`src/rtl/apb_mailbox_pkg.sv`:
```
// ---------------------------------------------------------------------------
// apb_mailbox_pkg
// Shared constants for the APB mailbox: register map, STATUS/CTRL bit
// positions, reset values, and a helper that sizes the FIFO level field.
// ---------------------------------------------------------------------------
package apb_mailbox_pkg;

  // Register map (byte addresses inside the 5-bit APB window)
  localparam logic [4:0] ADDR_DATA     = 5'h00;
  localparam logic [4:0] ADDR_STATUS   = 5'h01;
  localparam logic [4:0] ADDR_TX_LEVEL = 5'h02;
  localparam logic [4:0] ADDR_RX_LEVEL = 5'h03;
  localparam logic [4:0] ADDR_CTRL     = 5'h04;
  localparam logic [4:0] ADDR_SCRATCH  = 5'h05;
  localparam logic [4:0] ADDR_ID       = 5'h06;

  // STATUS bit positions
  localparam int ST_TX_FULL  = 0;
  localparam int ST_TX_EMPTY = 1;
  localparam int ST_RX_FULL  = 2;
  localparam int ST_RX_EMPTY = 3;
  localparam int ST_TX_OVF   = 4;
  localparam int ST_RX_UNF   = 5;
  localparam int ST_WAIT_TO  = 6;

  // CTRL bit positions
  localparam int CTRL_TX_FLUSH   = 0;
  localparam int CTRL_RX_FLUSH   = 1;
  localparam int CTRL_IRQ_RX_EN  = 2;
  localparam int CTRL_IRQ_TXE_EN = 3;

  // Reset values
  localparam logic [7:0] RST_SCRATCH = 8'h00;
  localparam logic       RST_CTRL_EN = 1'b0;
  localparam logic       RST_FLAG    = 1'b0;
  localparam logic       RST_IRQ     = 1'b0;

  // A FIFO of DEPTH entries needs one extra bit to tell full from empty,
  // which is also the width of its fill level.
  function automatic int level_width(input int depth);
    return $clog2(depth) + 1;
  endfunction

endpackage

```
`src/rtl/byte_fifo.sv`:
```
// ---------------------------------------------------------------------------
// byte_fifo
// Synchronous byte FIFO with a registered head. Pointers carry one extra
// bit so full and empty can be told apart without a separate counter.
//
// Ports:
//   clk    in   clock
//   rst_n  in   asynchronous active-low reset
//   flush  in   empty the FIFO at the next edge; push/pop this cycle ignored
//   push   in   write wdata (dropped when full)
//   wdata  in   byte to write
//   pop    in   discard the head (ignored when empty)
//   rdata  out  current head
//   full   out  DEPTH entries stored
//   empty  out  no entries stored
//   level  out  number of stored entries
// ---------------------------------------------------------------------------
module byte_fifo
  import apb_mailbox_pkg::*;
#(
  parameter  int DEPTH = 4,
  localparam int LW    = level_width(DEPTH)
) (
  input  logic          clk,
  input  logic          rst_n,
  input  logic          flush,
  input  logic          push,
  input  logic [7:0]    wdata,
  input  logic          pop,
  output logic [7:0]    rdata,
  output logic          full,
  output logic          empty,
  output logic [LW-1:0] level
);

  localparam int AW = LW - 1;

  logic [LW-1:0] wr_ptr;
  logic [LW-1:0] rd_ptr;
  logic [7:0]    mem [DEPTH];
  logic          push_ok;
  logic          pop_ok;

  // Full when the slot indices match but the wrap bits differ.
  assign empty = (wr_ptr == rd_ptr);
  assign full  = (wr_ptr[AW] != rd_ptr[AW]) && (wr_ptr[AW-1:0] == rd_ptr[AW-1:0]);
  assign level = wr_ptr - rd_ptr;
  assign rdata = mem[rd_ptr[AW-1:0]];

  // Fullness/emptiness are judged on the state before this edge, so a push
  // into a full FIFO is dropped even if a pop happens in the same cycle.
  assign push_ok = push & ~full  & ~flush;
  assign pop_ok  = pop  & ~empty & ~flush;

  // Pointer state; flush wins over any same-cycle push or pop.
  always_ff @(posedge clk or negedge rst_n) begin
    if (!rst_n) begin
      wr_ptr <= '0;
      rd_ptr <= '0;
    end else if (flush) begin
      wr_ptr <= '0;
      rd_ptr <= '0;
    end else begin
      if (push_ok) wr_ptr <= wr_ptr + 1'b1;
      if (pop_ok)  rd_ptr <= rd_ptr + 1'b1;
    end
  end

  // Storage needs no reset: an entry is only visible after it was written.
  always_ff @(posedge clk) begin
    if (push_ok) mem[wr_ptr[AW-1:0]] <= wdata;
  end

endmodule

```
`src/rtl/apb_mailbox.sv`:
```
// ---------------------------------------------------------------------------
// apb_mailbox
// APB slave mailbox between the I2C-to-APB bridge and the core. The host
// fills a TX byte FIFO that the core drains over a valid/ready stream, and
// drains an RX byte FIFO that the core fills. STATUS, level, CTRL, SCRATCH
// and ID registers plus a registered level interrupt complete the block.
//
// Build option: define APB_MAILBOX_WAIT_EN to stall DATA accesses (PREADY=0)
// while TX is full / RX is empty, bounded by WAIT_LIMIT cycles. Without it
// PREADY is tied high and STATUS.WAIT_TO always reads 0.
//
// Ports:
//   CLK      in   clock
//   RESETn   in   asynchronous active-low reset
//   PSEL     in   APB select
//   PADDR    in   APB byte address (5 bits)
//   PENABLE  in   APB access phase
//   PWRITE   in   1 = write
//   PWDATA   in   write data
//   PRDATA   out  read data during the access phase, 0 otherwise
//   PREADY   out  access completion
//   tx_data  out  TX FIFO head
//   tx_valid out  TX FIFO non-empty (low during a TX flush)
//   tx_ready in   core consumes the head when tx_valid & tx_ready
//   rx_data  in   byte from the core
//   rx_valid in   core offers rx_data
//   rx_ready out  RX FIFO not full
//   irq      out  level interrupt, registered
// ---------------------------------------------------------------------------
module apb_mailbox
  import apb_mailbox_pkg::*;
#(
  parameter int         DEPTH      = 4,
  parameter logic [7:0] ID_VALUE   = 8'hA5,
  parameter int         WAIT_LIMIT = 255
) (
  input  logic       CLK,
  input  logic       RESETn,
  input  logic       PSEL,
  input  logic [4:0] PADDR,
  input  logic       PENABLE,
  input  logic       PWRITE,
  input  logic [7:0] PWDATA,
  output logic [7:0] PRDATA,
  output logic       PREADY,
  output logic [7:0] tx_data,
  output logic       tx_valid,
  input  logic       tx_ready,
  input  logic [7:0] rx_data,
  input  logic       rx_valid,
  output logic       rx_ready,
  output logic       irq
);

  localparam int LW = level_width(DEPTH);

  logic          access;
  logic          ready;
  logic          commit;
  logic          wr_commit;
  logic          rd_commit;
  logic          sel_data;
  logic          sel_status;
  logic          sel_ctrl;
  logic          sel_scratch;

  logic          tx_full;
  logic          tx_empty;
  logic [LW-1:0] tx_level;
  logic          tx_push;
  logic          tx_pop;
  logic          tx_flush_pend;

  logic          rx_full;
  logic          rx_empty;
  logic [LW-1:0] rx_level;
  logic [7:0]    rx_head;
  logic          rx_push;
  logic          rx_pop;
  logic          rx_flush_pend;

  logic          tx_ovf;
  logic          rx_unf;
  logic          wait_to;
  logic          wait_to_set;
  logic          irq_rx_en;
  logic          irq_txe_en;
  logic [7:0]    scratch;

  logic [7:0]    status_byte;
  logic [7:0]    ctrl_byte;
  logic [7:0]    rd_mux;

  assign access      = PSEL & PENABLE;
  assign commit      = access & ready;
  assign wr_commit   = commit & PWRITE;
  assign rd_commit   = commit & ~PWRITE;
  assign PREADY      = ready;

  assign sel_data    = (PADDR == ADDR_DATA);
  assign sel_status  = (PADDR == ADDR_STATUS);
  assign sel_ctrl    = (PADDR == ADDR_CTRL);
  assign sel_scratch = (PADDR == ADDR_SCRATCH);

`ifdef APB_MAILBOX_WAIT_EN
  // Limits above the counter range collapse onto the saturation value.
  localparam logic [7:0] LIMIT = (WAIT_LIMIT > 255) ? 8'hFF : 8'(WAIT_LIMIT);

  logic       stall;
  logic [7:0] wait_cnt;

  // Stall only a DATA access that cannot proceed; once the limit is reached
  // PREADY is forced and the access falls through to the drop/underflow path.
  assign stall       = access & sel_data & (PWRITE ? tx_full : rx_empty);
  assign ready       = ~stall | (wait_cnt >= LIMIT);
  assign wait_to_set = commit & stall;

  // Counts stalled access-phase cycles; restarts at every setup phase.
  always_ff @(posedge CLK or negedge RESETn) begin
    if (!RESETn) begin
      wait_cnt <= '0;
    end else if (PSEL && !PENABLE) begin
      wait_cnt <= '0;
    end else if (access && !ready && (wait_cnt != 8'hFF)) begin
      wait_cnt <= wait_cnt + 8'd1;
    end
  end
`else
  assign ready       = 1'b1;
  assign wait_to_set = 1'b0;

  // The stall bound only matters when stalling is built in.
  if (WAIT_LIMIT < 0) begin : g_wait_limit_unused
  end
`endif

  // TX: host pushes on DATA writes, core pops the head. The head is hidden
  // during the flush cycle so the core never takes a byte being discarded.
  assign tx_push  = wr_commit & sel_data;
  assign tx_valid = ~tx_empty & ~tx_flush_pend;
  assign tx_pop   = tx_valid & tx_ready;

  byte_fifo #(.DEPTH(DEPTH)) u_tx_fifo (
    .clk   (CLK),
    .rst_n (RESETn),
    .flush (tx_flush_pend),
    .push  (tx_push),
    .wdata (PWDATA),
    .pop   (tx_pop),
    .rdata (tx_data),
    .full  (tx_full),
    .empty (tx_empty),
    .level (tx_level)
  );

  // RX: core pushes when there is room, host pops on DATA reads.
  assign rx_ready = ~rx_full;
  assign rx_push  = rx_valid & ~rx_full;
  assign rx_pop   = rd_commit & sel_data;

  byte_fifo #(.DEPTH(DEPTH)) u_rx_fifo (
    .clk   (CLK),
    .rst_n (RESETn),
    .flush (rx_flush_pend),
    .push  (rx_push),
    .wdata (rx_data),
    .pop   (rx_pop),
    .rdata (rx_head),
    .full  (rx_full),
    .empty (rx_empty),
    .level (rx_level)
  );

  // CTRL enables, SCRATCH, and the one-cycle flush requests. A flush bit is
  // never stored, so CTRL reads those bits back as 0.
  always_ff @(posedge CLK or negedge RESETn) begin
    if (!RESETn) begin
      irq_rx_en     <= RST_CTRL_EN;
      irq_txe_en    <= RST_CTRL_EN;
      tx_flush_pend <= 1'b0;
      rx_flush_pend <= 1'b0;
      scratch       <= RST_SCRATCH;
    end else begin
      tx_flush_pend <= wr_commit & sel_ctrl & PWDATA[CTRL_TX_FLUSH];
      rx_flush_pend <= wr_commit & sel_ctrl & PWDATA[CTRL_RX_FLUSH];
      if (wr_commit && sel_ctrl) begin
        irq_rx_en  <= PWDATA[CTRL_IRQ_RX_EN];
        irq_txe_en <= PWDATA[CTRL_IRQ_TXE_EN];
      end
      if (wr_commit && sel_scratch) begin
        scratch <= PWDATA;
      end
    end
  end

  // Sticky error flags, cleared by writing 1 to their STATUS bit.
  always_ff @(posedge CLK or negedge RESETn) begin
    if (!RESETn) begin
      tx_ovf  <= RST_FLAG;
      rx_unf  <= RST_FLAG;
      wait_to <= RST_FLAG;
    end else begin
      if (wr_commit && sel_data && tx_full) begin
        tx_ovf <= 1'b1;
      end else if (wr_commit && sel_status && PWDATA[ST_TX_OVF]) begin
        tx_ovf <= 1'b0;
      end
      if (rd_commit && sel_data && rx_empty) begin
        rx_unf <= 1'b1;
      end else if (wr_commit && sel_status && PWDATA[ST_RX_UNF]) begin
        rx_unf <= 1'b0;
      end
      if (wait_to_set) begin
        wait_to <= 1'b1;
      end else if (wr_commit && sel_status && PWDATA[ST_WAIT_TO]) begin
        wait_to <= 1'b0;
      end
    end
  end

  // Interrupt is registered, so it trails its sources by one cycle.
  always_ff @(posedge CLK or negedge RESETn) begin
    if (!RESETn) begin
      irq <= RST_IRQ;
    end else begin
      irq <= (irq_rx_en & ~rx_empty) | (irq_txe_en & tx_empty) | tx_ovf | rx_unf | wait_to;
    end
  end

  // Assemble STATUS and CTRL read views.
  always_comb begin
    status_byte              = '0;
    status_byte[ST_TX_FULL]  = tx_full;
    status_byte[ST_TX_EMPTY] = tx_empty;
    status_byte[ST_RX_FULL]  = rx_full;
    status_byte[ST_RX_EMPTY] = rx_empty;
    status_byte[ST_TX_OVF]   = tx_ovf;
    status_byte[ST_RX_UNF]   = rx_unf;
    status_byte[ST_WAIT_TO]  = wait_to;

    ctrl_byte                  = '0;
    ctrl_byte[CTRL_IRQ_RX_EN]  = irq_rx_en;
    ctrl_byte[CTRL_IRQ_TXE_EN] = irq_txe_en;
  end

  // Read mux; unmapped addresses and the idle bus read as 0. An empty RX
  // returns 0 rather than a stale head.
  always_comb begin
    rd_mux = '0;
    case (PADDR)
      ADDR_DATA:     rd_mux = rx_empty ? 8'h00 : rx_head;
      ADDR_STATUS:   rd_mux = status_byte;
      ADDR_TX_LEVEL: rd_mux = 8'(tx_level);
      ADDR_RX_LEVEL: rd_mux = 8'(rx_level);
      ADDR_CTRL:     rd_mux = ctrl_byte;
      ADDR_SCRATCH:  rd_mux = scratch;
      ADDR_ID:       rd_mux = ID_VALUE;
      default:       rd_mux = '0;
    endcase
  end

  assign PRDATA = access ? rd_mux : 8'h00;

endmodule

```
`config.mk`:
```
export PLATFORM = sky130hd
export DESIGN_NAME = apb_mailbox
export DESIGN_NICKNAME = d
export VERILOG_FILES = /design/src/rtl/apb_mailbox_pkg.sv /design/src/rtl/byte_fifo.sv /design/src/rtl/apb_mailbox.sv
export SDC_FILE = /design/constraint.sdc
export NUM_CORES = 1
export LEC_CHECK = 0
export ABC_AREA = 0
export BUFFER_PORTS_ARGS = -buffer_cell sky130_fd_sc_hd__buf_2
export CAP_MARGIN = 15
export CORE_MARGIN = 8
export CORE_UTILIZATION = 25
export CTS_CLUSTER_SIZE = 28
export DETAILED_ROUTE_END_ITERATION = 10
export PLACE_DENSITY_LB_ADDON = 0.25
export SKIP_CTS_REPAIR_TIMING = 1
export SLEW_MARGIN = 15
export SYNTH_ARGS = -nofsm -noshare
export SYNTH_HDL_FRONTEND = slang
export SYNTH_SLANG_ARGS = --single-unit
export TNS_END_PERCENT = 1
```
`constraint.sdc`:
```
create_clock -name CLK -period 3.4 [get_ports CLK]
set_input_delay 0.68 -clock CLK [delete_from_list [all_inputs] [get_ports CLK]]
set_output_delay 0.68 -clock CLK [all_outputs]
set_load 0.005 [all_outputs]
```
== Word-level counts from Yosys, hierarchy flattened ==
Memory sizes are Yosys's and may differ from the RTL's.
Cells that the tools add are included.

* Memories kept: 2
* Output and inout bits: 20
* RAM bits: 64
* Input bits: 28
* Register bits after elaboration: 27
* Word-level logic and storage cells: 100

{| class="wikitable"
|+ Memories
! name !! depth !! bits a word !! rd ports !! clocked after memory_dff !! write ports !! RTL line !! text
|-
| u_rx_fifo.mem || 4 || 8 || 1 || 0 || 1 || byte_fifo.sv:40 || <nowiki>logic [7:0] mem [DEPTH];</nowiki>
|-
| u_tx_fifo.mem || 4 || 8 || 1 || 0 || 1 || byte_fifo.sv:40 ||
|}

* Eq/ne operators: 12
* Add/subtract/negate cells: 6
* Bitwise operators: 31
* Reductions and logical operators: 18
* Multiplexer cells: 19

{| class="wikitable"
|+ Operators with widths
! operator !! number
|-
| 8-bit case mux with 7 select lines || 1
|-
| 3-bit 2-to-1 mux || 8
|-
| 1-bit AND || 21
|-
| 8-bit 2-to-1 mux || 2
|-
| 5-bit by 3-bit == test with 1-bit output, second input constant || 3
|-
| 3-bit by 1-bit adder with 3-bit output, second input constant || 4
|-
| 2-bit nonzero test || 6
|-
| 1-bit logical AND || 11
|-
| 5-bit by 2-bit == test with 1-bit output, second input constant || 2
|-
| 1-bit 2-to-1 mux || 8
|-
| 1-bit NOT || 7
|-
| 3-bit == test || 2
|-
| 3-bit subtractor || 2
|-
| 5-bit by 1-bit == test with 1-bit output, second input constant || 1
|-
| 5-bit logical NOT || 1
|-
| 2-bit == test || 2
|-
| 1-bit OR || 3
|-
| 1-bit inequality test || 2
|}

== Logic depth before layout (Yosys ltp) ==
* Depth in word-level cells: 8
* Depth in mapped cells: 8
* Depth with buffers taken out: 8

== By module ==
A second synthesis with hierarchy kept.

* Cells, all modules: 322
* Area total of the unflattened synthesis: 4,479.3 µm²

{| class="wikitable"
|+ Modules (own cells, without submodules)
! module !! seq. area each (µm²) !! area each (µm²) !! cells an instance !! instances
|-
| byte_fifo (u_tx_fifo) || 1,111.1 || 1,724.2 || 107 || 1
|-
| byte_fifo (u_rx_fifo) || 1,111.1 || 1,711.6 || 105 || 1
|-
| apb_mailbox || 375.4 || 1,043.5 || 110 || 1
|}

== Least setup slack after synthesis ==
No wires, ideal clock.

* Path kind: register -> output
* Start point: reg u_rx_fifo.rd_ptr[1]
* End point: out PRDATA[0]
* Buffers on the path: 1
* Stages on the path, launching flop included: 8
* Data required time: 2,720 ps
* Arrival: 2,036 ps
* Path slack: 684 ps
* Path through: dfrtp_1 -> clkbuf_1 -> inv_1 -> ha_1 -> and2_1 -> a2111oi_4 -> nand2_1 -> a31oi_1

* Word-level cells in the longest chain between the ends: 4
* Elaborated cells between the ends (all ways): 5
* Those cells by class: 1 x eq/ne; 3 x mux; 1 x memory

{| class="wikitable"
|+ Ends and longest elaborated chain
! item !! RTL line !! text
|-
| start, declared || byte_fifo.sv:39 || <nowiki>logic [LW-1:0] rd_ptr;</nowiki>
|-
| start signal, assigned || byte_fifo.sv:65 || <nowiki>if (pop_ok) rd_ptr <= rd_ptr + 1'b1;</nowiki>
|-
| memory 4 x 8 bit or 3-bit == test (tied branches) || n/a ||
|-
| 8-bit 2-to-1 mux (*) || apb_mailbox.sv:251 || <nowiki>ADDR_DATA: rd_mux = rx_empty ? 8'h00 : rx_head;</nowiki>
|-
| 8-bit case mux with 7 select lines (*) || apb_mailbox.sv:250 || <nowiki>case (PADDR)</nowiki>
|-
| 8-bit 2-to-1 mux (*) || apb_mailbox.sv:262 || <nowiki>assign PRDATA = access ? rd_mux : 8'h00;</nowiki>
|-
| end, declared || apb_mailbox.sv:44 || <nowiki>output logic [7:0] PRDATA,</nowiki>
|}

Every way passes the cells marked *; elsewhere a longest branch is shown, timed or not.

== Final worst setup path ==
* Start point: reg u_rx_fifo.wr_ptr[0]
* End point: out PRDATA[2]

* Word-level cells in the longest chain between the ends: 4
* Elaborated cells between the ends (all ways): 7
* Those cells by class: 1 x add/sub; 2 x eq/ne; 3 x mux; 1 x reduce/logical

{| class="wikitable"
|+ Ends and longest elaborated chain
! item !! RTL line !! text
|-
| start, declared || byte_fifo.sv:38 || <nowiki>logic [LW-1:0] wr_ptr;</nowiki>
|-
| start signal, assigned || byte_fifo.sv:64 || <nowiki>if (push_ok) wr_ptr <= wr_ptr + 1'b1;</nowiki>
|-
| branches (longest 2 deep; another with 3-bit subtractor) || n/a ||
|-
| 8-bit case mux with 7 select lines (*) || apb_mailbox.sv:250 ||
|-
| 8-bit 2-to-1 mux (*) || apb_mailbox.sv:262 ||
|}

Every way passes the cells marked *.

==> qor.yml <==
layout:
  design_area_um2: 5050
  mostFrequentLayoutCell: "edfxtp_1"
  regArea_um2: 2600
  areaGrowthSynthToFinish_pct: 19.8
  final_cell_mix: "edfxtp_1 (64), buf_2 (46), nor2_1 (28)"
  drive_gt1_share_pct: 28.8
  antenna_cells: 0
  fin_nets: 377
  fillers: 1656
  multiInputGateArea_um2: 1530
sta:
  max_freq_mhz: 312
  min_period_over_period_pct: 94.2
  finalHoldViolations: 0
  tightestPinTransition_ps: 669
  final-max-slew-violation-count: 0
  rsz0062_at_grt: "no"
  setup_tns_ps: 0
  hold_ws_ps: 363
  fin_crit_ps: 3200
  max_slew_margin_pct: 55.0
  skew_ps: 5.44
  setup_viol_count_final: 0
global_route:
  overflow: 0
  grt_max_degree: 28
  grt_pass1_wl_mm: 16.0
  antenna_found_initial: 0
  grt_pass1_vias: 2742
  grt_usage_pct: 9.86
die:
  die_y_um: 146
  die-area_um2: 21300
  initial_core_util_pct: 25.5
  fp.coreArea_um2: 16500
  num_rows: 47
  io_pins: 48
  die_w_um: 146
clocking:
  htree_levels: 3
  cts-root-buf: "clkbuf_16"
  cts_tree: "yes"
  cts_buffers: 9
  clk_pin_slew_ps: 70
  clock_sinks: 91
  insertion_delay_ps: 340
  cts_buffer_depth: 2
yosys:
  synth-seq-cells: 91
  synth_area_um2: 4210
  synthTopCellsByArea: "edfxtp_1 (46%), dfrtp_1 (16%), mux4_2 (8.6%), ha_1 (4.2%), mux2_2 (2.9%)"
  syn_nets: 325
  ys.flop_type: "edfxtp_1"
  synthCells: 281
  synth-warning-count: 0
  avgSynthCellArea_um2: 15.0
  synth_top_area_share_pct: 45.6
  ys_types: 48
  async_flop_share_pct: 29.7
  ys_seq_area_share_pct: 61.7
  synth-edff-count: 64
  synth_top_area_cell: "edfxtp_1"
route:
  drc: 0
  first_iter_violations: 156
  vias: 2523
  wl_mm: 10.1
  ant_nets: 0
  wl_per_cell_um: 18.1
  dr.pass1.iters: 4
  routed_via_density: 4.53
power:
  power_density_nw_per_um2: 671
  p_int_uw: 2420
  p_seq_share_pct: 41.7
  swShare_pct: 28.6
  ir_drop_mv: 0.298
  switching_power_uw: 969
  clkPwrFrac_pct: 33.6
  combPwrFrac_pct: 24.7
  leakagePower_uw: 0.00192
placement:
  place_area_um2: 4710
  dpl.hpwl_mm: 7.38
  io_buffer_count: 46
  gp_congestion: 0.806
run_status:
  status: "complete, no violations"
worst_setup_path:
  rr_endpoint: "u_tx_fifo.mem[0][0]"
  crit_path_start_kind: "register"
  rr_startpoint: "u_tx_fifo.wr_ptr[0]"
  worstPathMaxFanout: 8
  worst_setup_path_end_kind: "primary output"
  required_ps: 2720
  path_class: "reg -> out"
  r2r_slack_ps: 800
  critPathArrivalTime_ps: 2520
  worst_r2r_path_depth: 6
flow_run:
  maxCapViolCount: 0
min_path:
  hold_class: "in -> async"
layer usage:
| metal | global-route usage, % | vias up | wire length [um] |
|---|---|---|---|
| met5 | 0 | - | 0 |
| met3 | 2.99 | 14 | 555 |
| met1 | 12.6 | 1264 | 4580 |
| met2 | 15.8 | 76 | 4770 |
| met4 | 2.92 | 0 | 144 |
| li1 | - | 1169 | - |
cell usage after synthesis, types with 2 or more instances:
cell type / number
nand2_1: 10
a21oi_1: 3
nor4_1: 4
nand2b_1: 2
a22oi_1: 4
edfxtp_1: 64
a31oi_1: 2
o211ai_1: 2
nand3b_1: 2
mux4_2: 16
clkbuf_1: 5
buf_2: 3
and3_1: 3
dfrtp_1: 27
o311ai_0: 2
mux2_2: 11
xnor2_1: 6
inv_1: 11
nand3_1: 3
mux2i_1: 7
ha_1: 14
nand4_1: 3
a222oi_1: 2
and2_1: 12
buf_4: 2
o21ai_0: 6
xor2_1: 6
nor2_1: 28
fa_1: 2
flip-flops by register name (all words and copies together), names as in the netlist:
name	cells
u_tx_fifo.wr_ptr	3
scratch	8
u_rx_fifo.mem	32
u_rx_fifo.wr_ptr	3
u_rx_fifo.rd_ptr	3
tx_ovf	1
u_tx_fifo.mem	32
irq_rx_en	1
rx_flush_pend	1
tx_flush_pend	1
irq_txe_en	1
u_tx_fifo.rd_ptr	3
irq	1
rx_unf	1
cell type report:
type,instances,area share [%]
inverters,11,0.818
well taps,220,5.45
repair buffers,51,5.31
multi-input cells,169,30.2
clock inverters,6,2.26
flip-flops and latches,91,51.5
clock buffers,9,4.46
critical path, stage by stage, from the launching register on:
cell and delay (ps):
dfrtp_1 400, inv_1 150, ha_1 280, and2_1 230, a2111oi_4 630, nand3b_1 120, o311ai_0 160, buf_2 200
cell families (layout without fill, tap and decap cells):
group,count (synthesis),after routing,synth area share (%)
compound gates,30,30,5.70
xor+xnor,12,12,2.49
fa+ha+maj,16,16,5.11
buf+inv,21,77,2.14
flops,91,91,61.7
mux,34,34,13.2
other cells,1,1,0.0890
simple gates,76,76,9.65
stage by stage:
step | setup slack (ps) | util (%) | std cells | total power [uW]
global route | 75.3 | 30.5 | 557 | 3570
floorplan | 684 | - | 281 | 1970
global placement | 464 | 28.5 | 542 | 2280
CTS | 178 | 30.5 | 557 | 3450
detailed placement | 451 | 28.5 | 542 | 2290
finish | 196 | 30.5 | 557 | 3390
how the worst max path moves through the flow:
stage                   startpoint   endpoint  slack [ps]  cells after the start
5_1_grt        u_tx_fifo.wr_ptr[0]  PRDATA[2]          80                      8
4_1_cts        u_rx_fifo.wr_ptr[0]  PRDATA[2]         180                      7
2_1_floorplan  u_rx_fifo.rd_ptr[1]  PRDATA[0]         680                      7
3_3_place_gp              PADDR[2]  PRDATA[2]         460                      6
3_5_place_dp              PADDR[2]  PRDATA[2]         450                      6
6_report       u_rx_fifo.wr_ptr[0]  PRDATA[2]         200                      7
power groups by stage:
| stage | logic [uW] | clock network [uW] | registers, uW |
|---|---|---|---|
| detailed placement | 855 | 0 | 1440 |
| global placement | 848 | 0 | 1430 |
| CTS | 863 | 1170 | 1410 |
| global route | 944 | 1200 | 1430 |
| finish | 837 | 1140 | 1410 |
| floorplan | 555 | 0 | 1410 |
No activity file was read; power rests on OpenSTA's default activity.
